<file path="src/rtl/instr_mem_loader_if.sv">
// Byte-stream loader bus: host-side start/count and program bytes in,
// instruction-memory write port and load status out.
interface instr_mem_loader_if #(
    parameter int ADDR_W = 10
);
    logic              Start;
    logic [ADDR_W:0]   Count;
    logic [7:0]        ByteIn;
    logic              ByteValid;
    logic              ByteReady;
    logic              MemWrite;
    logic [ADDR_W-1:0] MemAddr;
    logic [31:0]       MemData;
    logic              Busy;
    logic              Done;
    logic              UnsupOp;
    logic [ADDR_W-1:0] UnsupAddr;

    // Host / byte source side.
    modport master (
        output Start,
        output Count,
        output ByteIn,
        output ByteValid,
        input  ByteReady,
        input  MemWrite,
        input  MemAddr,
        input  MemData,
        input  Busy,
        input  Done,
        input  UnsupOp,
        input  UnsupAddr
    );

    // Loader side.
    modport slave (
        input  Start,
        input  Count,
        input  ByteIn,
        input  ByteValid,
        output ByteReady,
        output MemWrite,
        output MemAddr,
        output MemData,
        output Busy,
        output Done,
        output UnsupOp,
        output UnsupAddr
    );
endinterface

</file>
<file path="src/rtl/instr_mem_loader.sv">
// Instruction memory loader: assembles big-endian 32-bit words from a byte
// stream, writes them to consecutive word addresses starting at 0, and flags
// the first word whose opcode the datapath controller cannot execute.
module instr_mem_loader #(
    parameter int ADDR_W = 10
) (
    input  logic                Clk,
    input  logic                Rst,
    instr_mem_loader_if.slave   bus
);

    typedef enum logic [1:0] {
        IDLE  = 2'd0,
        LOAD  = 2'd1,
        WRITE = 2'd2,
        DONE  = 2'd3
    } state_t;

    // Largest loadable word count: the whole memory.
    localparam logic [ADDR_W:0] MAX_CNT = {1'b1, {ADDR_W{1'b0}}};

    state_t            state_q, state_d;
    logic [ADDR_W:0]   cnt_q, cnt_d;          // words to load, clamped
    logic [ADDR_W:0]   widx_q, widx_d;        // one bit wider so it never wraps
    logic [1:0]        bidx_q, bidx_d;        // byte position inside the word
    logic [31:0]       asm_q, asm_d;          // word under assembly
    logic [31:0]       mem_data_q, mem_data_d;
    logic [ADDR_W-1:0] mem_addr_q, mem_addr_d;
    logic              unsup_q, unsup_d;
    logic [ADDR_W-1:0] unsup_addr_q, unsup_addr_d;

    logic              byte_ready;
    logic              mem_write;
    logic              busy;
    logic              done;

    // Opcodes (instr[31:26]) the datapath controller implements.
    function automatic logic opcode_supported(input logic [5:0] op);
        case (op)
            6'b000000, 6'b001000, 6'b001001, 6'b001010,
            6'b001011, 6'b001100, 6'b001101, 6'b001110,
            6'b011100, 6'b011111, 6'b100000, 6'b100001,
            6'b100011, 6'b101000, 6'b101001, 6'b101011: return 1'b1;
            default:                                    return 1'b0;
        endcase
    endfunction

    // A request larger than the memory loads the whole memory and stops.
    function automatic logic [ADDR_W:0] clamp_count(input logic [ADDR_W:0] c);
        return (c > MAX_CNT) ? MAX_CNT : c;
    endfunction

    // State and datapath registers; reset returns everything to a clean idle.
    always_ff @(posedge Clk) begin
        if (Rst) begin
            state_q      <= IDLE;
            cnt_q        <= '0;
            widx_q       <= '0;
            bidx_q       <= '0;
            asm_q        <= '0;
            mem_data_q   <= '0;
            mem_addr_q   <= '0;
            unsup_q      <= 1'b0;
            unsup_addr_q <= '0;
        end else begin
            state_q      <= state_d;
            cnt_q        <= cnt_d;
            widx_q       <= widx_d;
            bidx_q       <= bidx_d;
            asm_q        <= asm_d;
            mem_data_q   <= mem_data_d;
            mem_addr_q   <= mem_addr_d;
            unsup_q      <= unsup_d;
            unsup_addr_q <= unsup_addr_d;
        end
    end

    // Next-state, byte assembly, write and opcode-check decisions.
    always_comb begin
        state_d      = state_q;
        cnt_d        = cnt_q;
        widx_d       = widx_q;
        bidx_d       = bidx_q;
        asm_d        = asm_q;
        mem_data_d   = mem_data_q;
        mem_addr_d   = mem_addr_q;
        unsup_d      = unsup_q;
        unsup_addr_d = unsup_addr_q;
        byte_ready   = 1'b0;
        mem_write    = 1'b0;
        busy         = 1'b0;
        done         = 1'b0;

        case (state_q)
            IDLE: begin
                if (bus.Start) begin
                    if (bus.Count != '0) begin
                        cnt_d        = clamp_count(bus.Count);
                        widx_d       = '0;
                        bidx_d       = '0;
                        unsup_d      = 1'b0;
                        unsup_addr_d = '0;
                        state_d      = LOAD;
                    end else begin
                        state_d = DONE;
                    end
                end
            end

            LOAD: begin
                byte_ready = 1'b1;
                busy       = 1'b1;
                if (bus.ByteValid) begin
                    case (bidx_q)
                        2'd0:    asm_d[31:24] = bus.ByteIn;
                        2'd1:    asm_d[23:16] = bus.ByteIn;
                        2'd2:    asm_d[15:8]  = bus.ByteIn;
                        default: asm_d[7:0]   = bus.ByteIn;
                    endcase
                    bidx_d = bidx_q + 2'd1;
                    // Last byte: present the finished word on the write port.
                    if (bidx_q == 2'd3) begin
                        mem_data_d = asm_d;
                        mem_addr_d = widx_q[ADDR_W-1:0];
                        state_d    = WRITE;
                    end
                end
            end

            WRITE: begin
                mem_write = 1'b1;
                busy      = 1'b1;
                // Only the first offending word is recorded; loading goes on.
                if (!opcode_supported(mem_data_q[31:26]) && !unsup_q) begin
                    unsup_d      = 1'b1;
                    unsup_addr_d = mem_addr_q;
                end
                widx_d = widx_q + (ADDR_W+1)'(1);
                if (widx_d == cnt_q) begin
                    state_d = DONE;
                end else begin
                    state_d = LOAD;
                end
            end

            DONE: begin
                done    = 1'b1;
                state_d = IDLE;
            end

            default: begin
                state_d = IDLE;
            end
        endcase
    end

    // Outputs are forced low for as long as reset is held.
    assign bus.ByteReady = byte_ready & ~Rst;
    assign bus.MemWrite  = mem_write  & ~Rst;
    assign bus.Busy      = busy       & ~Rst;
    assign bus.Done      = done       & ~Rst;
    assign bus.MemAddr   = Rst ? '0 : mem_addr_q;
    assign bus.MemData   = Rst ? '0 : mem_data_q;
    assign bus.UnsupOp   = unsup_q & ~Rst;
    assign bus.UnsupAddr = Rst ? '0 : unsup_addr_q;

endmodule

</file>
<file path="src/flat_wrapper.sv">
// flat-port wrapper written by rule: the top's interface ports become plain ports
module instr_mem_loader_flat 
#(
    parameter int ADDR_W = 10
)
  (Clk, Rst, bus_Start, bus_Count, bus_ByteIn, bus_ByteValid, bus_ByteReady, bus_MemWrite, bus_MemAddr, bus_MemData, bus_Busy, bus_Done, bus_UnsupOp, bus_UnsupAddr);
  instr_mem_loader_if #(.ADDR_W(ADDR_W)) bus_i ();
  input  logic Clk;
  input  logic Rst;
  input wire logic [$bits(bus_i.Start)-1:0] bus_Start;
  input wire logic [$bits(bus_i.Count)-1:0] bus_Count;
  input wire logic [$bits(bus_i.ByteIn)-1:0] bus_ByteIn;
  input wire logic [$bits(bus_i.ByteValid)-1:0] bus_ByteValid;
  output wire logic [$bits(bus_i.ByteReady)-1:0] bus_ByteReady;
  output wire logic [$bits(bus_i.MemWrite)-1:0] bus_MemWrite;
  output wire logic [$bits(bus_i.MemAddr)-1:0] bus_MemAddr;
  output wire logic [$bits(bus_i.MemData)-1:0] bus_MemData;
  output wire logic [$bits(bus_i.Busy)-1:0] bus_Busy;
  output wire logic [$bits(bus_i.Done)-1:0] bus_Done;
  output wire logic [$bits(bus_i.UnsupOp)-1:0] bus_UnsupOp;
  output wire logic [$bits(bus_i.UnsupAddr)-1:0] bus_UnsupAddr;
  assign bus_i.Start = bus_Start;
  assign bus_i.Count = bus_Count;
  assign bus_i.ByteIn = bus_ByteIn;
  assign bus_i.ByteValid = bus_ByteValid;
  assign bus_ByteReady = bus_i.ByteReady;
  assign bus_MemWrite = bus_i.MemWrite;
  assign bus_MemAddr = bus_i.MemAddr;
  assign bus_MemData = bus_i.MemData;
  assign bus_Busy = bus_i.Busy;
  assign bus_Done = bus_i.Done;
  assign bus_UnsupOp = bus_i.UnsupOp;
  assign bus_UnsupAddr = bus_i.UnsupAddr;
  instr_mem_loader #(.ADDR_W(ADDR_W)) u_core (.Clk(Clk), .Rst(Rst), .bus(bus_i));
endmodule
</file>
<file path="config.mk">
export PLATFORM = sky130hd
export DESIGN_NAME = instr_mem_loader_flat
export DESIGN_NICKNAME = d
export VERILOG_FILES = /design/src/rtl/instr_mem_loader_if.sv /design/src/rtl/instr_mem_loader.sv /design/src/flat_wrapper.sv
export SDC_FILE = /design/constraint.sdc
export NUM_CORES = 1
export LEC_CHECK = 0
export ABC_AREA = 1
export CORE_MARGIN = 1
export CORE_UTILIZATION = 51
export CTS_CLUSTER_SIZE = 30
export DETAILED_ROUTE_END_ITERATION = 6
export GPL_ROUTABILITY_DRIVEN = 1
export HOLD_SLACK_MARGIN = 0.06
export PLACE_DENSITY = 0.78
export SLEW_MARGIN = 0
export SYNTH_ARGS = -nofsm -noshare
export SYNTH_HDL_FRONTEND = slang
export SYNTH_SLANG_ARGS = --single-unit
</file>
<file path="constraint.sdc">
create_clock -name Clk -period 5.92 [get_ports Clk]
set_clock_uncertainty 0.1 [all_clocks]
set_input_delay 0.592 -clock Clk [delete_from_list [all_inputs] [get_ports Clk]]
set_output_delay 0.592 -clock Clk [all_outputs]
set_load 0.02 [all_outputs]
</file>
# == Yosys cells after proc, flatten, opt, wreduce, memory -nomap -nowiden ==
# Memory sizes are Yosys's and may differ from the RTL's. A register that Yosys moved wholly into a read port is not among the register bits.
# Cells that the tools add are included.
# word_totals
register_bits,111
rom_bits,64
inputBits,23
out_inout_bits,57
elab_cells,84
n_memories,1
# memory_table
name,depth,width,read_ports,rd_ports_with_merged_regs,write_ports,line,source
(no name shown),64,1,1,1,0,instr_mem_loader.sv:39,case (op)
# op_classes
addsub,2
n_lt_le_gt_ge,1
n_eq_ne,12
n_mux,36
bitwise_logic,6
reduce_logical,17
# op_table
operator,count
$mux 10,5
$mux 11,3
$mux 32,1
$mux 8,4
$pmux 11 s2,1
$pmux 10 s2,1
$mux 2,8
$mux 6,2
$reduce_and 3->1,4
$add 11x1->11 const B,1
$eq 11x11->1,1
$gt 11x11->1 const B,1
$reduce_bool 11->1,1
$eq 2x2->1 const B,4
$mux 1,8
$pmux 2 s4,1
$reduce_and 4->1,2
$ne 2x1->1 const B,3
$and 1x1->1,5
$eq 2x1->1 const B,2
$logic_not 2->1,2
$ne 2x2->1 const B,2
$pmux 2 s2,1
$reduce_bool 2->1,2
other kinds (8),9

# == Depth between registers and ports, before layout ==
# Gate-level depths: netlist (run 1).
# depth
depth_word,6
mapped_depth,15
mapped_depth_nobuf,15

# == Worst setup path before layout (run 1) ==
# Ideal clock, no wire load.
# synth_timing
kind,register to register
startpoint,register u_core.state_q[1]
endpoint,register (tool-made name)
setup_ps,74
arrival_time_ps,2083
t_required_ps,5746
path_slack_ps,3663
path_stages_with_launch,14
path_buffers,2
period_less_slack_ps,2257
path_cell_list,dfxtp_1 -> inv_1 -> ha_1 -> nand2_2 -> nor2_4 -> buf_4 -> inv_2 -> buf_2 -> nand2_1 -> a21oi_1 -> ha_1 -> o21ai_0 -> nand3_1 -> a31oi_1
# synth_lines
element,line,source
start: declaration,instr_mem_loader.sv:22,"state_t state_q, state_d;"
start signal: assignment,instr_mem_loader.sv:66,state_q <= state_d;

# == Worst setup path in the final report (run 1) ==
# layout_timing
startpoint,register u_core.state_q[0]
endpoint,register u_core.unsup_addr_q[5]
# layout_between
elab_chain_len,3
elab_cells_between_ends,8
classes_between,eq/ne: 4; mux: 1; reduce/logical: 3
# layout_lines
element,line,source
$eq 2x2->1 or $logic_not 2->1 (tied branches),instr_mem_loader.sv:94,case (state_q)
$ne 2x1->1 (no line) (tied with other cells),-,
$reduce_and 4->1 (no line),-,
end signal: assignment,instr_mem_loader.sv:74,unsup_addr_q <= unsup_addr_d;
end: declaration,instr_mem_loader.sv:30,"logic [ADDR_W-1:0] unsup_addr_q, unsup_addr_d;"
# Several ways; a longest one is shown, not always the timed one.
# A chain may end at the register's enable or synchronous reset.

==> results of run 1 <==
[routing by layer]
metal,GRT usage (%),up-vias,wire length [um]
met5,0,-,0
met2,40.1,135,5920
met1,31.9,2237,5910
met3,3.15,17,566
met4,7.86,0,209
li1,-,2583,-
[power by group through the flow]
| stage | clock network (uW) | registers (uW) | logic (uW) |
|---|---|---|---|
| final | 419 | 885 | 470 |
| after global routing | 459 | 894 | 535 |
| after CTS | 427 | 883 | 466 |
| after detailed placement | 0 | 900 | 464 |
| after global placement | 0 | 894 | 450 |
| after floorplan | 0 | 887 | 362 |
[per-stage QoR]
stage / cell area (um^2) / hold WS (ns)
5_1_grt: 6270 / 0.386
2_1_floorplan: 5290 / 0.330
3_5_place_dp: 6100 / 0.352
3_3_place_gp: 6100 / 0.351
4_1_cts: 6270 / 0.369
6_report: 6270 / 0.372
[sequential cells by signal, summed over array words and instances (netlist names), 2 cells and up, named ones only]
register,cells
u_core.cnt_q,11
u_core.mem_data_q,32
u_core.asm_q,32
u_core.bidx_q,2
u_core.unsup_addr_q,10
u_core.mem_addr_q,10
u_core.state_q,2
u_core.widx_q,11
[synth_stat cells (all sizes together)]
cell type	count	area share, %
nand4	10	1.2
a31oi	1	0.12
a21oi	75	7.2
nand2	154	11
clkinv	1	0.071
nor3	3	0.28
nand3b	3	0.43
nand3	42	4.0
nor4	1	0.40
o22ai	1	0.12
dfxtp	112	42
clkbuf	24	1.7
nor2	85	6.4
ha	13	3.1
buf	16	1.5
xor2	1	0.17
inv	113	8.0
or2	1	0.12
o21ai	106	10
xnor2	1	0.17
and2	1	0.12
a211oi	9	1.3
[cell families after synthesis]
logic type,synth area share [%]
and+or+nand+nor,24.1
AOI/OAI and AO/OA,18.7
xor gates and xnor gates,0.331
DFF,42.4
buffers and inverters,11.3
adders and majority gates,3.08
[path summary, 6_finish.rpt]
check | startpoint | slack (ns) | end | cells past startpoint
worst min register to register | u_core.mem_addr_q[9] | 0.37 | u_core.mem_addr_q[9] | 2
worst max-delay path | u_core.state_q[0] | 2.55 | u_core.unsup_addr_q[5] | 8
worst max register to register | u_core.state_q[0] | 2.55 | u_core.unsup_addr_q[5] | 8
worst min-delay path | u_core.mem_addr_q[9] | 0.37 | u_core.mem_addr_q[9] | 2
[area by class of cell]
| type | instances | area (um^2) |
|---|---|---|
| Multi-Input combinational cell | 507 | 2440 |
| Sequential cell | 112 | 2240 |
| Timing Repair Buffer | 83 | 816 |
| Fill cell | 901 | 3640 |
| Clock inverter | 5 | 42.5 |
| Inverter | 114 | 428 |
| Clock buffer | 10 | 128 |
| Tap cell | 133 | 166 |
[worst reg2reg max path, cell delays in order, from the launching register on]
cell and delay, ns:
dfxtp_1 0.35, inv_1 0.10, ha_1 0.58, nand2_1 0.46, nand2_1 0.50, nand2_1 0.38, nor2_1 0.64, nand2_1 0.13
nand2_1 0.09
==> metrics.md, run 1 <==
| Metric | Value |
|---|---|
| Status | `finished, final reports clean` |
| F_max | `0.297 GHz` |
| Layout cells sized above 1 | `3.97%` |
| Leakage power | `0.00238 uW` |
| Utilization after layout | `a little over three fifths` |
| Worst path required time | `6.14 ns` |
| Critical path arrival | `3.59 ns` |
| Num CTS Buffers | `9` |
| Vias in the first global route | `between 4,000 and 5,000` |
| Routed Antenna Nets | `0` |
| Commonest non-fill, non-tap cell in the layout | `nand2_1` |
| Layout Nets | `863` |
| Final setup margin | `2.55 ns` |
| DRT iter0 DRCs | `356` |
| Power density over cell area | `283 nW/um^2` |
| GRT overflow | `0` |
| Final cell count without fillers | `964` |
| Post-route DRC | `0` |
| RSZ-0062 raised after global routing | `false` |
| Max_cap viols | `0` |
| Die Y | `104 um` |
| Ys Warns | `0` |
| Ordered list of cells on the worst path | `inv_1 -> ha_1 -> nand2_1 -> nand2_1 -> nand2_1 -> nor2_1 -> nand2_1 -> nand2_1` |
| Internal | `1150 uW` |
| Top delay family on crit path | `simple AND/OR/NAND/NOR gates` |
| Die area | `10,800 um^2` |
| Ant. Diodes | `0` |
| CTS Sinks | `112` |
| Syn Nets | `~810` |
| Syn Area/Cell | `~6.8 um^2` |
| Post-synthesis sequential area ratio | `42.4%` |
| P_sw | `626 uW` |
| Largest net degree at the start of global routing | `66` |
| Worst Max-Slew Pin Slew | `between 0.6 and 0.7 ns` |
| Most repeated library cell on the critical path | `nand2_1` |
| Row count | `36` |
| Setup crit start kind | `register` |
| Pre-antenna DRT Iters | `5` |
| Worst-path fanout max | `16` |
| Pre-CTS WS | `2.45 ns` |
| # IOs | `80` |
| Final worst-path cycle share | `a little under three fifths` |
| PostCTS Resize Cnt | `0` |
| Antenna violations before repair | `0` |
| Final WL | `between 10,000 and 15,000 um` |
| Buf+Inv Stages, Crit Path | `1` |
| Total Negative Setup Slacks | `0 ns` |
| Routed len/inst | `13.1 um` |
| Most frequent cells in the layout | `nand2_1, dfxtp_1, inv_1, o21ai_0, nor2_1` |
| Clock buffer depth | `2` |
| Logic pwr share | `26.5%` |
| Slew margin rel. | `54.1%` |
| CP max-delay cell | `nor2_1` |
| Core area | `9910 um^2` |
| WS Path Type | `register to register` |
| Power, Total | `1770 uW` |
| Total number of vias | `4,972` |
| FF+latch count, synth | `112` |
| Die X | `a little over 100 um` |
| Final Critical Period | `3.37 ns` |
| Fin. max-slew vios | `0` |
| Vias per cell | `5.16` |
| Unique cell type count in the Yosys netlist | `30` |
| Final hold vios | `0` |
| Clock latency on the worst-skew pair | `0.37 ns` |
| Clk pwr share | `between 20% and 30%` |
| Synthesized cell area | `5290 um^2` |
| # setup viols final | `0` |
| Gr usage total | `a little under a quarter` |
| Post-CTS Setup Inserts | `0` |
| Worst Setup End Kind | `register` |
| Synth Instances | `773` |
| Root buffer cell | `clkbuf_8` |
| First-pass GRT wire length | `21,400 um` |
| Hpwl dp | `8980 um` |
| Buffers on Ports | `79` |
| Worst stage delay on the critical path | `approximately 0.64 ns` |
| Max IR drop VDD | `220 uV` |
| H-Tree Depth | `3` |
| Hold buffers post-CTS | `0` |
| Layout area overhead | `18.6%` |
| Initial Util | `53.3%` |
| Net switching share of the total power | `35.3%` |
| RD Place Congestion | `0.857` |
| Part of the power in registers | `about half` |
| Clk slew on worst S/H paths | `0.11 ns` |
| Worst min path class | `register to register` |
| CTS tree | `done` |
| DP Cell Count | `~950` |
Power figures use the tool's default switching activity.
==> run 2: changes to the inputs <==
- CORE_UTILIZATION: 51 -> 49
- clock period: 5.92 -> 2.9 ns (I/O delays scaled with it)
==> metrics.md, run 2 (synthesized netlist as in run 1, its figures left out) <==
| Metric | Value |
|---|---|
| PostCTS Resize Cnt | `0 (unchanged)` |
| Power density over cell area | `592 nW/um^2 (was 283 nW/um^2)` |
| Hpwl dp | `9110 um (was 8980 um)` |
| Core area | `10,400 um^2 (was 9910 um^2)` |
| Hold buffers post-CTS | `0 (unchanged)` |
| GRT overflow | `0 (unchanged)` |
| Pre-antenna DRT Iters | `5 (unchanged)` |
| Total Negative Setup Slacks | `0 ns (unchanged)` |
| # IOs | `80 (unchanged)` |
| Layout cells sized above 1 | `5.34% (was 3.97%)` |
| Initial Util | `51.0% (was 53.3%)` |
| Vias in the first global route | `4,551 (was 4,612)` |
| DRT iter0 DRCs | `328 (was 356)` |
| Status | `finished, final reports clean (unchanged)` |
| Critical path arrival | `2.59 ns (was 3.59 ns)` |
| Setup crit start kind | `register (unchanged)` |
| Commonest non-fill, non-tap cell in the layout | `nand2_1 (unchanged)` |
| Most frequent cells in the layout | `nand2_1, dfxtp_1, inv_1, o21ai_0, nor2_1 (unchanged)` |
| CTS tree | `done (unchanged)` |
| Biggest regs | `u_core.asm_q: 32 flops, u_core.mem_data_q: 32 flops (unchanged)` |
| Final hold vios | `0 (unchanged)` |
| F_max | `0.422 GHz (was 0.297 GHz)` |
| Largest net degree at the start of global routing | `49 (was 66)` |
| RD Place Congestion | `0.868 (was 0.857)` |
| # setup viols final | `0 (unchanged)` |
| Reg-to-reg slack, setup | `0.53 ns (was 2.55 ns)` |
| H-Tree Depth | `3 (unchanged)` |
| Die Y | `106 um (was 104 um)` |
| Clk slew on worst S/H paths | `0.10 ns (was 0.11 ns)` |
| Slew margin rel. | `61.0% (was 54.1%)` |
| Worst-path fanout max | `16 (unchanged)` |
| Reg2reg path depth | `9 (was 8)` |
| Post-route DRC | `0 (unchanged)` |
| Post-CTS Setup Inserts | `0 (unchanged)` |
| Gr usage total | `23.6% (was 24.0%)` |
| Worst Max-Slew Pin Slew | `0.585 ns (was 0.686 ns)` |
| Min-delay src | `u_core.mem_addr_q[1] (was u_core.mem_addr_q[9])` |
| Buffers on Ports | `79 (unchanged)` |
| Worst path required time | `3.12 ns (was 6.14 ns)` |
| Root buffer cell | `clkbuf_8 (unchanged)` |
| Row count | `37 (was 36)` |
| Fin. max-slew vios | `0 (unchanged)` |
| Max IR drop VDD | `458 uV (was 220 uV)` |
| Die area | `11,200 um^2 (was 10,800 um^2)` |
| Max_cap viols | `0 (unchanged)` |
| CTS Sinks | `112 (unchanged)` |
| Clock buffer depth | `2 (unchanged)` |
| Layout Nets | `873 (was 863)` |
| Die X | `106 um (was 104 um)` |
| Vias per cell | `5.09 (was 5.16)` |
| Hold path endpoint | `u_core.mem_addr_q[1] (was u_core.mem_addr_q[9])` |
| Utilization after layout | `61.7% (was 63.2%)` |
| Num CTS Buffers | `9 (unchanged)` |
| WS Path Type | `register to register (unchanged)` |
| Routed Antenna Nets | `0 (unchanged)` |
| Clock latency on the worst-skew pair | `0.39 ns (was 0.37 ns)` |
| Routed len/inst | `13.1 um (about the same)` |
| Total number of vias | `4,975 (was 4,972)` |
| RSZ-0062 raised after global routing | `false (unchanged)` |
| Ant. Diodes | `0 (unchanged)` |
| Final worst-path cycle share | `81.8% (was 56.9%)` |
| Worst flop-to-flop path startpoint | `u_core.bidx_q[0] (was u_core.state_q[0])` |
| Worst Setup End Kind | `register (unchanged)` |
| Leakage power | `0.00246 uW (was 0.00238 uW)` |
| Layout area overhead | `21.1% (was 18.6%)` |
| First-pass GRT wire length | `21,300 um (was 21,400 um)` |
| Worst min path class | `register to register (unchanged)` |
| Hold Path Stages | `2 (unchanged)` |
| Final WL | `12,800 um (was 12,600 um)` |
| Antenna violations before repair | `0 (unchanged)` |
| Final Critical Period | `2.37 ns (was 3.37 ns)` |
run 2: cell types whose count changed in the layout (fill, tap and decap cells not counted):
| cell | change |
|---|---|
| clkinv_2 | +1 |
| clkbuf_1 | -1 |
| buf_12 | +2 |
| inv_6 | +1 |
| bufinv_16 | +1 |
| buf_4 | +8 |
| clkinvlp_4 | -1 |
run 2: report_power, final:
part | internal, uW | switching, uW | leakage, uW | total [uW]
logic | 355 | 661 | 0.00145 | 1020
clock network | 410 | 561 | 0.0000982 | 971
registers | 1710 | 90.7 | 0.000908 | 1800
run 2: stage by stage:
| step | area (um^2) | power, uW | cells | setup WS (ns) | hold WS (ns) |
|---|---|---|---|---|---|
| 2_1_floorplan | 5290 | 2550 | 773 | 0.643 | 0.330 |
| 3_3_place_gp | 6200 | 2800 | 962 | 0.601 | 0.345 |
| 3_5_place_dp | 6200 | 2840 | 962 | 0.498 | 0.350 |
| 4_1_cts | 6400 | 3790 | 978 | 0.524 | 0.365 |
| 5_1_grt | 6400 | 4020 | 978 | 0.289 | 0.388 |
| 6_report | 6400 | 3790 | 978 | 0.529 | 0.366 |
run 2: worst max-delay path by stage:
| stage | start | endpoint | slack, ns | cells after the start |
|---|---|---|---|---|
| floorplan | u_core.state_q[1] | register | 0.64 | 13 |
| global placement | bus_ByteValid | register | 0.60 | 10 |
| detailed placement | bus_ByteValid | register | 0.50 | 10 |
| CTS | u_core.bidx_q[0] | register | 0.52 | 9 |
| global route | u_core.bidx_q[0] | register | 0.29 | 9 |
| finish | u_core.bidx_q[0] | register | 0.53 | 9 |
run 2: worst max-delay path, stage by stage, from the launching register on:
cell and delay (ns):
dfxtp_1 0.40, inv_1 0.11, ha_1 0.37, o21ai_0 0.30
nand2_1 0.11, a21oi_1 0.23, ha_1 0.29, o21ai_0 0.16
nand3_1 0.09, a31oi_1 0.15
run 2: metal layers:
metal	part of all wire, %	global-route usage [%]	vias up	routed length (um)
met5	0	0	-	0
met4	1.3	7.04	0	164
met3	4.9	3.71	11	629
met2	46	38.6	131	5880
met1	48	32.0	2233	6150
li1	-	-	2600	-
run 2: layout make-up:
cell class                      count  area, um^2
Fill cell                         954        3970
Timing Repair Buffer               93         916
Multi-Input combinational cell    507        2440
Tap cell                          136         170
Sequential cell                   112        2240
Inverter                          114         428
Clock inverter                      7        78.8
Clock buffer                        9         124
